[src/rtl/conv_tap_sequencer.sv]
// Feeds (sample, coefficient) pairs into an external signed MAC, one tap per cycle,
// and captures the accumulated FIR output once all taps have been streamed.
module conv_tap_sequencer #(
  parameter int unsigned TAPS = 8
) (
  input  logic               clk,
  input  logic               reset,
  input  logic               coef_wr,
  input  logic [3:0]         coef_addr,
  input  logic signed [7:0]  coef_data,
  input  logic               sample_valid,
  input  logic signed [7:0]  sample_in,
  output logic               sample_ready,
  output logic signed [7:0]  x,
  output logic signed [7:0]  y,
  output logic               AccumReset,
  input  logic signed [31:0] mac_result,
  output logic               y_valid,
  output logic signed [31:0] y_out
);

  localparam int unsigned KW    = 4;
  localparam int unsigned DEPTH = 16;
  localparam int unsigned DW    = 8;

  localparam logic [1:0] IDLE  = 2'd0;
  localparam logic [1:0] CLEAR = 2'd1;
  localparam logic [1:0] RUN   = 2'd2;
  localparam logic [1:0] DRAIN = 2'd3;

  localparam logic [KW-1:0] LAST_TAP = KW'(TAPS - 1);

  logic [1:0]           state, nxt_state;
  logic [KW-1:0]        k, nxt_k;
  logic signed [DW-1:0] d [DEPTH];
  logic signed [DW-1:0] h [DEPTH];
  logic signed [DW-1:0] nxt_x, nxt_y;
  logic                 nxt_clr, nxt_ready;
  logic                 accept, coef_en;

  assign accept  = (state == IDLE) && sample_valid;
  assign coef_en = (state == IDLE) && coef_wr && ({1'b0, coef_addr} < (KW + 1)'(TAPS));

  // Next state plus the MAC operands for that state, so all outputs leave a flop.
  always_comb begin
    nxt_state = state;
    nxt_k     = k;
    nxt_x     = '0;
    nxt_y     = '0;
    case (state)
      IDLE: begin
        if (accept) begin
          nxt_state = CLEAR;
          nxt_k     = '0;
        end
      end
      CLEAR: begin
        nxt_state = RUN;
        nxt_k     = '0;
      end
      RUN: begin
        if (k == LAST_TAP) begin
          nxt_state = DRAIN;
        end else begin
          nxt_k = k + 4'd1;
        end
      end
      DRAIN: begin
        nxt_state = IDLE;
        nxt_k     = '0;
      end
      default: begin
        nxt_state = IDLE;
        nxt_k     = '0;
      end
    endcase
    if (nxt_state == RUN) begin
      nxt_x = d[nxt_k];
      nxt_y = h[nxt_k];
    end
    nxt_clr   = (nxt_state == CLEAR);
    nxt_ready = (nxt_state == IDLE);
  end

  always_ff @(posedge clk or posedge reset) begin
    if (reset) begin
      state        <= IDLE;
      k            <= '0;
      x            <= '0;
      y            <= '0;
      AccumReset   <= 1'b0;
      sample_ready <= 1'b1;
      y_valid      <= 1'b0;
      y_out        <= '0;
    end else begin
      state        <= nxt_state;
      k            <= nxt_k;
      x            <= nxt_x;
      y            <= nxt_y;
      AccumReset   <= nxt_clr;
      sample_ready <= nxt_ready;
      y_valid      <= (state == DRAIN);
      if (state == DRAIN) begin
        y_out <= mac_result;
      end
    end
  end

  // Entries at or beyond TAPS stay zero and are never read.
  always_ff @(posedge clk or posedge reset) begin
    if (reset) begin
      for (int i = 0; i < DEPTH; i++) begin
        d[i] <= '0;
      end
    end else if (accept) begin
      d[0] <= sample_in;
      for (int i = 1; i < DEPTH; i++) begin
        d[i] <= (i < TAPS) ? d[i-1] : '0;
      end
    end
  end

  always_ff @(posedge clk or posedge reset) begin
    if (reset) begin
      for (int i = 0; i < DEPTH; i++) begin
        h[i] <= '0;
      end
    end else if (coef_en) begin
      h[coef_addr] <= coef_data;
    end
  end

endmodule

[config.mk]
export PLATFORM = sky130hd
export DESIGN_NAME = conv_tap_sequencer
export DESIGN_NICKNAME = d
export VERILOG_FILES = /design/src/rtl/conv_tap_sequencer.sv
export SDC_FILE = /design/constraint.sdc
export NUM_CORES = 1
export LEC_CHECK = 0
export CORE_ASPECT_RATIO = 1.4
export CORE_MARGIN = 3
export CORE_UTILIZATION = 57
export CTS_CLUSTER_DIAMETER = 150
export CTS_CLUSTER_SIZE = 16
export DETAILED_ROUTE_END_ITERATION = 8
export GPL_TIMING_DRIVEN = 0
export PLACE_DENSITY = 0.89
export SETUP_SLACK_MARGIN = 0.5
export SLEW_MARGIN = 40
export SYNTH_ARGS = -nofsm -noshare
export SYNTH_HDL_FRONTEND = slang
export SYNTH_SLANG_ARGS = --single-unit
[constraint.sdc]
create_clock -name clk -period 8.8 [get_ports clk]
set_clock_uncertainty 0.1 [all_clocks]
set_input_delay 1.32 -clock clk [delete_from_list [all_inputs] [get_ports clk]]
set_output_delay 1.32 -clock clk [all_outputs]
set_load 0.05 [all_outputs]
# Word-level counts from Yosys, hierarchy flattened
# Cells that the tools add are included.
[op_classes] eq_ne=6 bitwise_logic=2 n_addsub=1 order_cmp=4 reduce_logical=7 mux=17
[ops] cell="$bwmux 128" n=1
[ops] cell="$bmux 8 s4" n=2
[ops] cell="$mux 8" n=7
[ops] cell="$demux 8 s4" n=1
[ops] cell="$pmux 4 s3" n=1
[ops] cell="$ge 5x5->1 const B" n=2
[ops] cell="$not 4->5" n=2
[ops] cell="$mux 4" n=2
[ops] cell="$pmux 2 s4" n=1
[ops] cell="$eq 2x2->1 const B" n=3
[ops] cell="$lt 5x1->1 const B" n=1
[ops] cell="$add 4x1->4 const B" n=1
[ops] cell="$eq 2x1->1 const B" n=2
[ops] cell="$eq 4x3->1 const B" n=1
[ops] cell="$logic_and 1x1->1" n=4
[ops] cell="$logic_not 2->1" n=2
[ops] cell="$lt 4x4->1 const B" n=1
[ops] cell="$mux 2" n=2
[ops] cell="$reduce_or 2->1" n=1
[word_totals] wordCells=69 output_inout_bits=51 register_bits=249 input_bits=56

# Longest topological paths before layout
# Gate-level depths: netlist of the first run.
[depth] ltp_word=9 ltp_mapped=11 ltp_nobuf=9

# Least setup slack after synthesis of the first run
# Ideal clock, no wire load.
[synth_path] kind="input port to flip-flop" startpoint="input sample_valid" endpoint="register x[1]" stages=7 arrival_ns=2.654 slack_ns=5.925 setup_ns=0.121 path_buffers=1 t_required_ns=8.579 cell_sequence="a21boi_2 -> nand2_1 -> o21a_4 -> inv_6 -> buf_12 -> mux4_2 -> a22o_1"
[synth_between] elab_chain_len=8 word_cells_on_any_way=11 cone_classes="eq/ne: 1; mux: 8; bitwise: 1; reduce/logical: 1"
[synth_lines] element="start, declared" line="11" text="input logic sample_valid,"
[synth_lines] element="$logic_and 1x1->1 *" line="41" text="assign accept = (state == IDLE) && sample_valid;"
[synth_lines] element="$mux 4" line="52" text="if (accept) begin"
[synth_lines] element="$pmux 4 s3" line="50" text="case (state)"
[synth_lines] element="$not 4->5 (not written as such)" line="78" text="nxt_x = d[nxt_k];"
[synth_lines] element="$bmux 8 s4" line="78"
[synth_lines] element="$mux 8 (not written as such) (2 in series)" line="78"
[synth_lines] element="$mux 8 *" line="77" text="if (nxt_state == RUN) begin"
[synth_lines] element="net nxt_x[1]" line="37" text="logic signed [DW-1:0] nxt_x, nxt_y;"
[synth_lines] element="end signal, assigned" line="98" text="x <= nxt_x;"
[synth_lines] element="end, declared" line="14" text="output logic signed [7:0] x,"
# The timed path passes the listed nets; every way through them passes the cells marked *. The select of a mux whose other input is x is not followed.
# A chain may end at the register's enable or synchronous reset.

# Worst setup path after layout of the first run
[layout_path] startpoint="input sample_valid" endpoint="register x[1]"
[layout_between] elab_chain_len=8 word_cells_on_any_way=11 cone_classes="eq/ne: 1; mux: 8; bitwise: 1; reduce/logical: 1"
[layout_lines] element="$logic_and 1x1->1" line="41"
[layout_lines] element="$mux 4" line="52"
[layout_lines] element="$pmux 4 s3" line="50"
[layout_lines] element="net nxt_k[1]" line="34" text="logic [KW-1:0] k, nxt_k;"
[layout_lines] element="$not 4->5 (not written as such)" line="78"
[layout_lines] element="$bmux 8 s4" line="78"
[layout_lines] element="$mux 8 (not written as such) (2 in series)" line="78"
[layout_lines] element="$mux 8" line="77"
[layout_lines] element="net nxt_x[1]" line="37"
# The timed path passes the listed nets, and every way through them passes these cells. The select of a mux whose other input is x is not followed.

==> results of run 1 <==
## through the flow
| stage | area, sq um | power (mW) | util, % | std cells |
|---|---|---|---|---|
| 2_1_floorplan | 10400 | 3.18 | - | 816 |
| 3_3_place_gp | 11700 | 3.68 | 66.5 | 1158 |
| 3_5_place_dp | 11800 | 3.77 | 67.0 | 1161 |
| 4_1_cts | 12300 | 4.57 | 69.9 | 1188 |
| 5_1_grt | 12300 | 4.79 | 69.9 | 1188 |
| 6_report | 12300 | 4.55 | 69.9 | 1188 |
## power by group through the flow
stage                     logic [mW]  registers (mW)  clock network (mW)
after global routing            2.12            1.84               0.829
after detailed placement        1.97            1.80                   0
after floorplan                 1.09            2.09                   0
after global placement          1.91            1.77                   0
after CTS                       2.00            1.79               0.785
final                           1.99            1.79               0.771
## worst min path at each step
stage                        to  cells past startpoint
after floorplan           h[60]                      1
after global placement    h[60]                      1
after detailed placement  h[56]                      1
after CTS                 h[11]                      1
after global routing       h[9]                      1
final                     h[30]                      1
## worst register-to-register path, stage by stage (launching register included)
cell and delay [ps]:
dfrtp_1 430, inv_1 130, ha_1 310, a21boi_2 310
nand2_1 80, o21ai_1 180, buf_2 340, buf_2 350
mux4_2 360, a22o_1 210
## layer usage
layer	share of wire, %	global-route usage (%)	vias to the layer above
met4	3.5	8.60	0
li1	-	-	3018
met5	0	0	-
met1	38	29.2	3514
met3	4.6	2.76	61
met2	54	41.4	226
## cell type report
class / count / area [sq um]
flip-flops and latches: 249 / 6230
clock buffers: 26 / 502
inverters: 7 / 38.8
multi-input cells: 461 / 3690
well taps: 236 / 295
clock inverters: 1 / 8.76
plain buffers: 99 / 414
repair buffers: 109 / 1140
fillers: 1173 / 5300
## cell usage in the layout, fill, tap and decap left out, types with 7 or more instances in the layout
master             n
clkdlybuf4s50_1  106
nand3_1           67
mux2_2           161
nand2_1          129
nand4_1            7
a22o_1             8
o21ai_0            7
dfrtp_1          248
clkbuf_1          86
a21oi_1           16
nor2_1            11
clkbuf_16         19
mux4_2            16
buf_2             12
## logic make-up after synthesis
kind of cell	after synthesis	synth area share, %
flops	249	60.2
simple gates	231	10.2
mux	183	21.6
buf+inv	106	4.30
compound gates	41	2.94
fa+ha+maj	5	0.604
xor+xnor	1	0.157
## state kept, by name (all words and copies together) (netlist names)
name / cells
k: 4
AccumReset: 1
state: 2
x: 8
y: 8
y_valid: 1
sample_ready: 1
y_out: 32
d: 64
h: 128
==> out/qor.txt, run 1 <==
Outcome -> finished clean
Yosys warns -> 0
Full die area -> 19800 sq um
Hold buffer count at cts -> 0
Worst setup SP type -> input port
Syn Area/Cell -> 12.7 sq um
CP top delay family -> buffers and inverters
Routed Wire Length -> 22700 microns
Nets@finish -> 1007
Lkg Pwr -> 5.46 nW
Top cells by count, synth -> dfrtp_1, mux2_2, nand2_1, clkbuf_1, nand3_1
Slew @ Worst Pin -> 828 ps
Layout area overhead -> 19.0%
Slowest stage delay, CP -> 460 ps
Post-CTS resize count -> 0
Synth top area share -> 59.9%
Crit path max fanout -> 10
Power per cell area -> 369 nW/um^2
Global Route Usage Sum -> 23.2%
Register share of total power -> 39.4%
Clk buf depth -> 3
Post-synthesis async set-or-reset flop share -> 100%
Wire per inst -> 19.1 microns
Detail Route Antenna Nets -> 0
CP most frequent cell -> buf_2
Power Internal -> 2.84 mW
Critical path cell sequence -> clkdlybuf4s50_1 > a21boi_2 > nand2_1 > o21ai_1 > buf_2 > buf_2 > mux4_2 > a22o_1
Worst-Skew Late Latency -> 490 ps
GRT overflow -> 0
Min Hold Slack -> 356 ps
Comb pwr share -> 43.7%
Final WS setup -> 5500 ps
First-pass detailed-route iteration total -> 8
Most frequent cell after synthesis -> dfrtp_1
Cell variety after synth -> 45
Worst r2r path cells -> 9
Critical setup path kind -> in -> reg
Synth area leader -> dfrtp_1
Worst path arrival time -> 3570 ps
FF-to-FF End -> x[1]
Psw -> 1.71 mW
Switching share of power -> 37.6%
# diodes -> 0
Synth Net Count -> 877
Max_slew headroom -> 44.6%
FF+latch count, synth -> 249
Worst Hold Launch -> h[30]
Placeable Area -> 17600 sq um
HP Class -> reg -> reg
Global-route wire length before repair -> 36800 microns
Fmax -> 303 MHz
Register area share after synthesis -> 60.2%
Max VDD drop -> 0.279 mV
Ys flop type -> dfrtp_1
Crit-path slowest cell -> clkdlybuf4s50_1
Final period utilization -> 37.5%
Crit. path cell count -> 8
Top cells by area, synth -> dfrtp_1, mux2_2, nand2_1, mux4_2, nand3_1
CTS tree -> done
Routability cong. -> 0.830
Vias in the first global route -> 7243
Hpwl dp -> 15500 microns
Endpoints failing hold -> 0
Synthesized area -> 10400 sq um
PortBufs -> 106
DP Worst Slack -> 5050 ps
Postcts setup bufs -> 0
I/O pin count -> 107
Htree depth -> 1
# DRC -> 0
CP Capture Type -> flip-flop
Initial Util -> 58.8%
DRT iter0 DRCs -> 480
Vias per inst -> 5.74
Buf/Inv on CP -> 3
End point of the critical path -> x[1]
Post-Synthesis Cells -> 816
Chip Width -> 120 microns
Final Critical Period -> 3300 ps
DIE HEIGHT -> 165 microns
FP Rows -> 57
Largest net degree at the start of global routing -> 81
Crit path launch -> sample_valid
Reg2reg start -> state[0]
Clk pwr share -> 16.9%
Max-cap violations -> 0
Worst-path clk slew -> 70 ps
Max-slew violations -> 0
Setup TNS -> 0 ps
Clock root buffer -> clkbuf_16
Initial antenna violation count -> 0
CTS sink cnt -> 249
Via count -> 6819
RSZ-0062 raised after global routing -> no
Post-synth EDFFs -> 0
CP Data Required Time -> 9060 ps
Total CTS buffers -> 19
Fraction of layout cells with a size suffix above 1 -> 24.3%
Final setup violation count -> 0
R2R Setup Slk -> 5870 ps
No activity file was read; power rests on OpenSTA's default activity.
==> inputs of run 2 (changes only) <==
CORE_UTILIZATION = 51   (was 57)
PLACE_DENSITY = 0.85   (was 0.89)
clock period = 3 ns   (was 8.8 ns; I/O delays follow)
==> run 2 against run 1 <==
  * Setup slack lost 5000 ps
  * First-iteration DRC count increased by 11%
  * Sequential cell count did not move
  * Sequential share of layout area down 2.5 points
  * Hold slack lost 190 ps
  * Die area increased by 11%
  * Global-route usage shrank 1.9 points
  * Register-to-register slack worse by 5400 ps
  * Utilization fell by 4.9 points
==> out/qor.txt, run 2 (synthesis results as in run 1) <==
Outcome -> finished clean
Initial antenna violation count -> 0
Reg2reg start -> k[1]
Min Hold Slack -> 163 ps
Crit. path cell count -> 8
Total CTS buffers -> 19
Max VDD drop -> 0.676 mV
RSZ-0062 raised after global routing -> no
Initial Util -> 52.0%
FP Rows -> 61
Power per cell area -> 1070 nW/um^2
PortBufs -> 106
Power Internal -> 8.69 mW
CP top delay family -> compound AO/OA/AOI/OAI gates
Most common cell after layout, fill and taps aside -> dfrtp_1
Endpoints failing hold -> 0
Most frequent cells in the layout -> dfrtp_1, mux2_2, nand2_1
Clk buf depth -> 3
Slowest stage delay, CP -> 440 ps
Biggest regs -> h x128, d x64, y_out x32
DRT iter0 DRCs -> 533
Routed Wire Length -> 24100 microns
Comb pwr share -> 45.8%
Clock root buffer -> clkbuf_16
Lkg Pwr -> 5.74 nW
Register area -> 6230 sq um
CTS tree -> done
Clk pwr share -> 16.6%
Max-cap violations -> 0
Chip Width -> 126 microns
Reg with most FFs -> h
Crit-path slowest cell -> dfrtp_1
GRT overflow -> 0
Buf/Inv on CP -> 1
R2R Setup Slk -> 520 ps
Final Critical Period -> 2480 ps
CP Capture Type -> flip-flop
Setup TNS -> 0 ps
Critical setup path kind -> reg -> reg
First-pass detailed-route iteration total -> 5
FF-to-FF End -> y[4]
Psw -> 5.24 mW
Hpwl dp -> 15900 microns
Largest net degree at the start of global routing -> 27
Crit path max fanout -> 5
Final setup violation count -> 0
Critical path cell sequence -> ha_4 > or2_4 > a32oi_4 > buf_4 > mux2i_2 > mux2i_1 > a32o_1 > a311o_1
Max reg flops -> 128
Max_slew headroom -> 53.8%
Footprint of the multi-input gates -> 3830 sq um
HP Class -> in -> async
Fraction of layout cells with a size suffix above 1 -> 29.4%
Vias per inst -> 5.62
Routability cong. -> 0.794
Worst setup SP type -> flip-flop
DIE HEIGHT -> 175 microns
Placeable Area -> 19900 sq um
Full die area -> 22100 sq um
Vias in the first global route -> 7397
Detail Route Antenna Nets -> 0
Global-route wire length before repair -> 38100 microns
Htree depth -> 1
Global Route Usage Sum -> 21.2%
# diodes -> 0
Worst-Skew Late Latency -> 500 ps
Nets@finish -> 1036
Fill cells -> 1363
# DRC -> 0
Worst r2r path cells -> 8
Hold buffer count at cts -> 0
Final period utilization -> 82.7%
Switching share of power -> 37.6%
Register share of total power -> 37.6%
CTS sink cnt -> 249
Wire per inst -> 19.5 microns
CP Data Required Time -> 3280 ps
Fmax -> 403 MHz
I/O pin count -> 107
Via count -> 6937
Layout area overhead -> 25.2%
Max-slew violations -> 0
Worst path arrival time -> 2760 ps
Slew @ Worst Pin -> 692 ps
Worst-path clk slew -> 80 ps
==> run 2: cell type report <==
cell class                      count  share of cell area [%]
Multi-Input combinational cell    461                    29.6
Timing Repair Buffer              138                    11.9
Tap cell                          252                    2.43
Clock buffer                       27                    3.90
Sequential cell                   249                    48.1
Buffer                             99                    3.73
Inverter                            7                   0.290
Clock inverter                      2                   0.135
==> run 2: stage by stage <==
stage | instances | area, sq um | setup slack [ps] | utilization [%] | total power, mW
global placement | 1174 | 11700 | -2490 | 58.9 | 10.8
floorplan | 816 | 10400 | -823 | - | 9.33
detailed placement | 1185 | 12000 | 74.0 | 60.3 | 11.1
global route | 1235 | 13000 | 456 | 65.1 | 14.6
finish | 1235 | 13000 | 518 | 65.1 | 13.9
CTS | 1218 | 12700 | 406 | 63.6 | 13.6
==> run 2: worst max-delay path by stage <==
stage,from,to
2_1_floorplan,reset,AccumReset
3_3_place_gp,reset,h[73]
3_5_place_dp,sample_valid,x[2]
4_1_cts,state[0],h[86]
5_1_grt,state[1],y[5]
6_report,k[1],y[4]
==> run 2: power groups by stage <==
| stage | clock network (mW) | registers (mW) | logic (mW) |
|---|---|---|---|
| 5_1_grt | 2.48 | 5.39 | 6.76 |
| 2_1_floorplan | 0 | 6.15 | 3.19 |
| 3_3_place_gp | 0 | 5.20 | 5.60 |
| 4_1_cts | 2.34 | 5.22 | 6.01 |
| 3_5_place_dp | 0 | 5.28 | 5.79 |
| 6_report | 2.31 | 5.25 | 6.38 |
==> run 2: timing repair <==
action,4_1_cts,5_1_grt
gates resized for setup,30,48
setup endpoints to repair,39,65
buffers inserted,4,16
cloned,0,1
pin swaps,2,12
==> run 2: routing by layer <==
metal	wire, microns	GRT usage [%]
met1	9130	26.2
met2	13100	38.2
met3	1190	3.03
met4	701	7.20
met5	0	0
==> run 2: worst reg2reg max path, delay by kind of cell (launching register included) <==
kind / cells / cell delay (ps)
compound gates: 3 / 870
fa+ha+maj: 1 / 210
buf+inv: 1 / 170
flops: 1 / 440
mux: 2 / 320
simple gates: 1 / 260
==> inputs of run 3 (changes only) <==
clock period = 2 ns   (was 3 ns; I/O delays follow)
==> run 3 against run 2 <==
  * The flow now finishes with violations (setup timing)
  * Power increased by 72%
  * Wire length increased by 24%
  * Via count increased by 10%
  * Combinational power increased by 94%
  * Fmax decreased by 2.2%
  * Die area unchanged
  * Setup slack got worse by 1100 ps
  * Non-clock buffer count increased by 40
  * Sequential power increased by 54%
  * Critical endpoint is now x[6]
  * Clock power increased by 52%
  * Critical path depth increased by 1
==> out/qor.txt, run 3 (synthesis results as in run 1) <==
CP Capture Type -> flip-flop
Final Util -> 72.2%
Worst setup SP type -> flip-flop
PortBufs -> 106
Lkg Pwr -> 6.63 nW
Initial antenna violation count -> 0
Buf/Inv on CP -> 3
Fin cells -> 1274
Global Route Usage Sum -> 24.0%
Crit path max fanout -> 6
Max-cap violations -> 0
GRT overflow -> 0
Nets@finish -> 1077
I/O pin count -> 107
Placed Area -> 12400 sq um
Fill cells -> 1088
Max_slew headroom -> 62.8%
DRT iter0 DRCs -> 696
Slowest stage delay, CP -> 510 ps
Routability cong. -> 0.824
Max reg flops -> 128
Final WS setup -> -538 ps
Endpoints failing hold -> 0
Final setup violation count -> 72
Biggest regs -> h x128, d x64, y_out x32
Vias in the first global route -> 8016
Most frequent cells in the layout -> dfrtp_1, nand2_1, mux2_4
Final period utilization -> 127%
Hpwl dp -> 15900 microns
Max VDD drop -> 1.07 mV
Power per cell area -> 1670 nW/um^2
Failing checks -> setup timing
Via count -> 7632
Outcome -> complete, but fails checks
Crit-path slowest cell -> mux4_2
First-pass detailed-route iteration total -> 7
Placeable Area -> 19900 sq um
Vias per inst -> 5.99
Hold buffer count at cts -> 0
Final Critical Period -> 2540 ps
# diodes -> 0
Clk buf depth -> 3
Max-slew violations -> 0
Htree depth -> 1
FP Rows -> 61
Global-route wire length before repair -> 42500 microns
Critical path cell sequence -> inv_4 > ha_4 > a21boi_4 > nand2_1 > o21a_4 > inv_8 > buf_6 > mux4_2 > a22o_1
Critical setup path kind -> reg -> reg
CTS tree -> done
DIE HEIGHT -> 175 microns
Detail Route Antenna Nets -> 0
Clock root buffer -> clkbuf_16
Most common cell after layout, fill and taps aside -> dfrtp_1
Total CTS buffers -> 19
Chip Width -> 126 microns
Placed insts -> 1186
Worst path arrival time -> 2810 ps
Reg with most FFs -> h
HP Class -> in -> async
Full die area -> 22100 sq um
# DRC -> 0
CTS sink cnt -> 249
RSZ-0062 raised after global routing -> yes
Initial Util -> 52.0%
Fmax -> 394 MHz
Largest net degree at the start of global routing -> 27
Post-route cell area -> 14400 sq um
DP Worst Slack -> -873 ps
Register area -> 6230 sq um
Fraction of layout cells with a size suffix above 1 -> 43.5%
Worst-Skew Late Latency -> 500 ps
Wire per inst -> 23.4 microns
Setup TNS -> -12560 ps
Worst-path clk slew -> 80 ps
Layout area overhead -> 38.9%
Routed Wire Length -> 29900 microns
CP Data Required Time -> 2270 ps
Slew @ Worst Pin -> 556 ps
Footprint of the multi-input gates -> 4490 sq um
CP top delay family -> compound AO/OA/AOI/OAI gates
-- run 3: cell count changes in the layout (fill, tap and decap cells not counted), moves of 18 or more --
cell | previous run | this run
mux2_2 | 161 | 72
mux2_4 | 0 | 89
clkdlybuf4s50_1 | 106 | 55
buf_6 | 5 | 43
buf_4 | 22 | 53
nand3_1 | 66 | 48
nand3_2 | 1 | 19
-- run 3: per-stage QoR --
| stage | hold WS, ps | total power, mW |
|---|---|---|
| 6_report | 129 | 24.0 |
| 5_1_grt | 122 | 24.9 |
| 4_1_cts | 102 | 22.3 |
| 3_5_place_dp | 347 | 17.2 |
| 3_3_place_gp | 339 | 16.9 |
| 2_1_floorplan | 328 | 14.6 |
-- run 3: per-layer routing --
layer	track usage, %	up-vias	part of all wire (%)
li1	-	3169	-
met5	0	-	0
met2	41.4	455	51
met3	3.15	147	6.8
met4	12.5	0	6.2
met1	29.3	3861	36
-- run 3: worst paths after layout --
kind	start	end	slack, ps	cells after the start
setup / recovery	state[0]	x[6]	-540	9
hold / removal	reset	y_out[2]	130	2
setup reg to reg	state[0]	x[6]	-540	9
hold reg to reg	h[7]	h[7]	360	1
max in group asynchronous	reset	y[0]	630	6
min in group clk	mac_result[6]	y_out[6]	310	2
-- run 3: what timing repair did --
action | 4_1_cts | 5_1_grt
setup endpoints to repair | 227 | 247
cloned | 5 | 10
resized for setup | 438 | 107
endpoints found under the hold margin | 0 | 0
pin swaps | 23 | 21
setup buffers | 33 | 13
-- run 3: layout make-up --
type | count | share of cell area, %
plain buffers | 99 | 5.40
clock buffers | 26 | 3.49
clock inverters | 1 | 0.0609
inverters | 7 | 0.313
multi-input cells | 461 | 31.2
flip-flops and latches | 249 | 43.3
well taps | 252 | 2.19
repair buffers | 178 | 14.0
repair inverters | 1 | 0.0348
-- run 3: where the power goes --
group | internal (mW) | total (mW) | leakage (nW) | switching, mW
logic | 6.20 | 12.4 | 3.18 | 6.17
clock network | 1.75 | 3.50 | 0.247 | 1.75
registers | 6.85 | 8.11 | 3.20 | 1.27
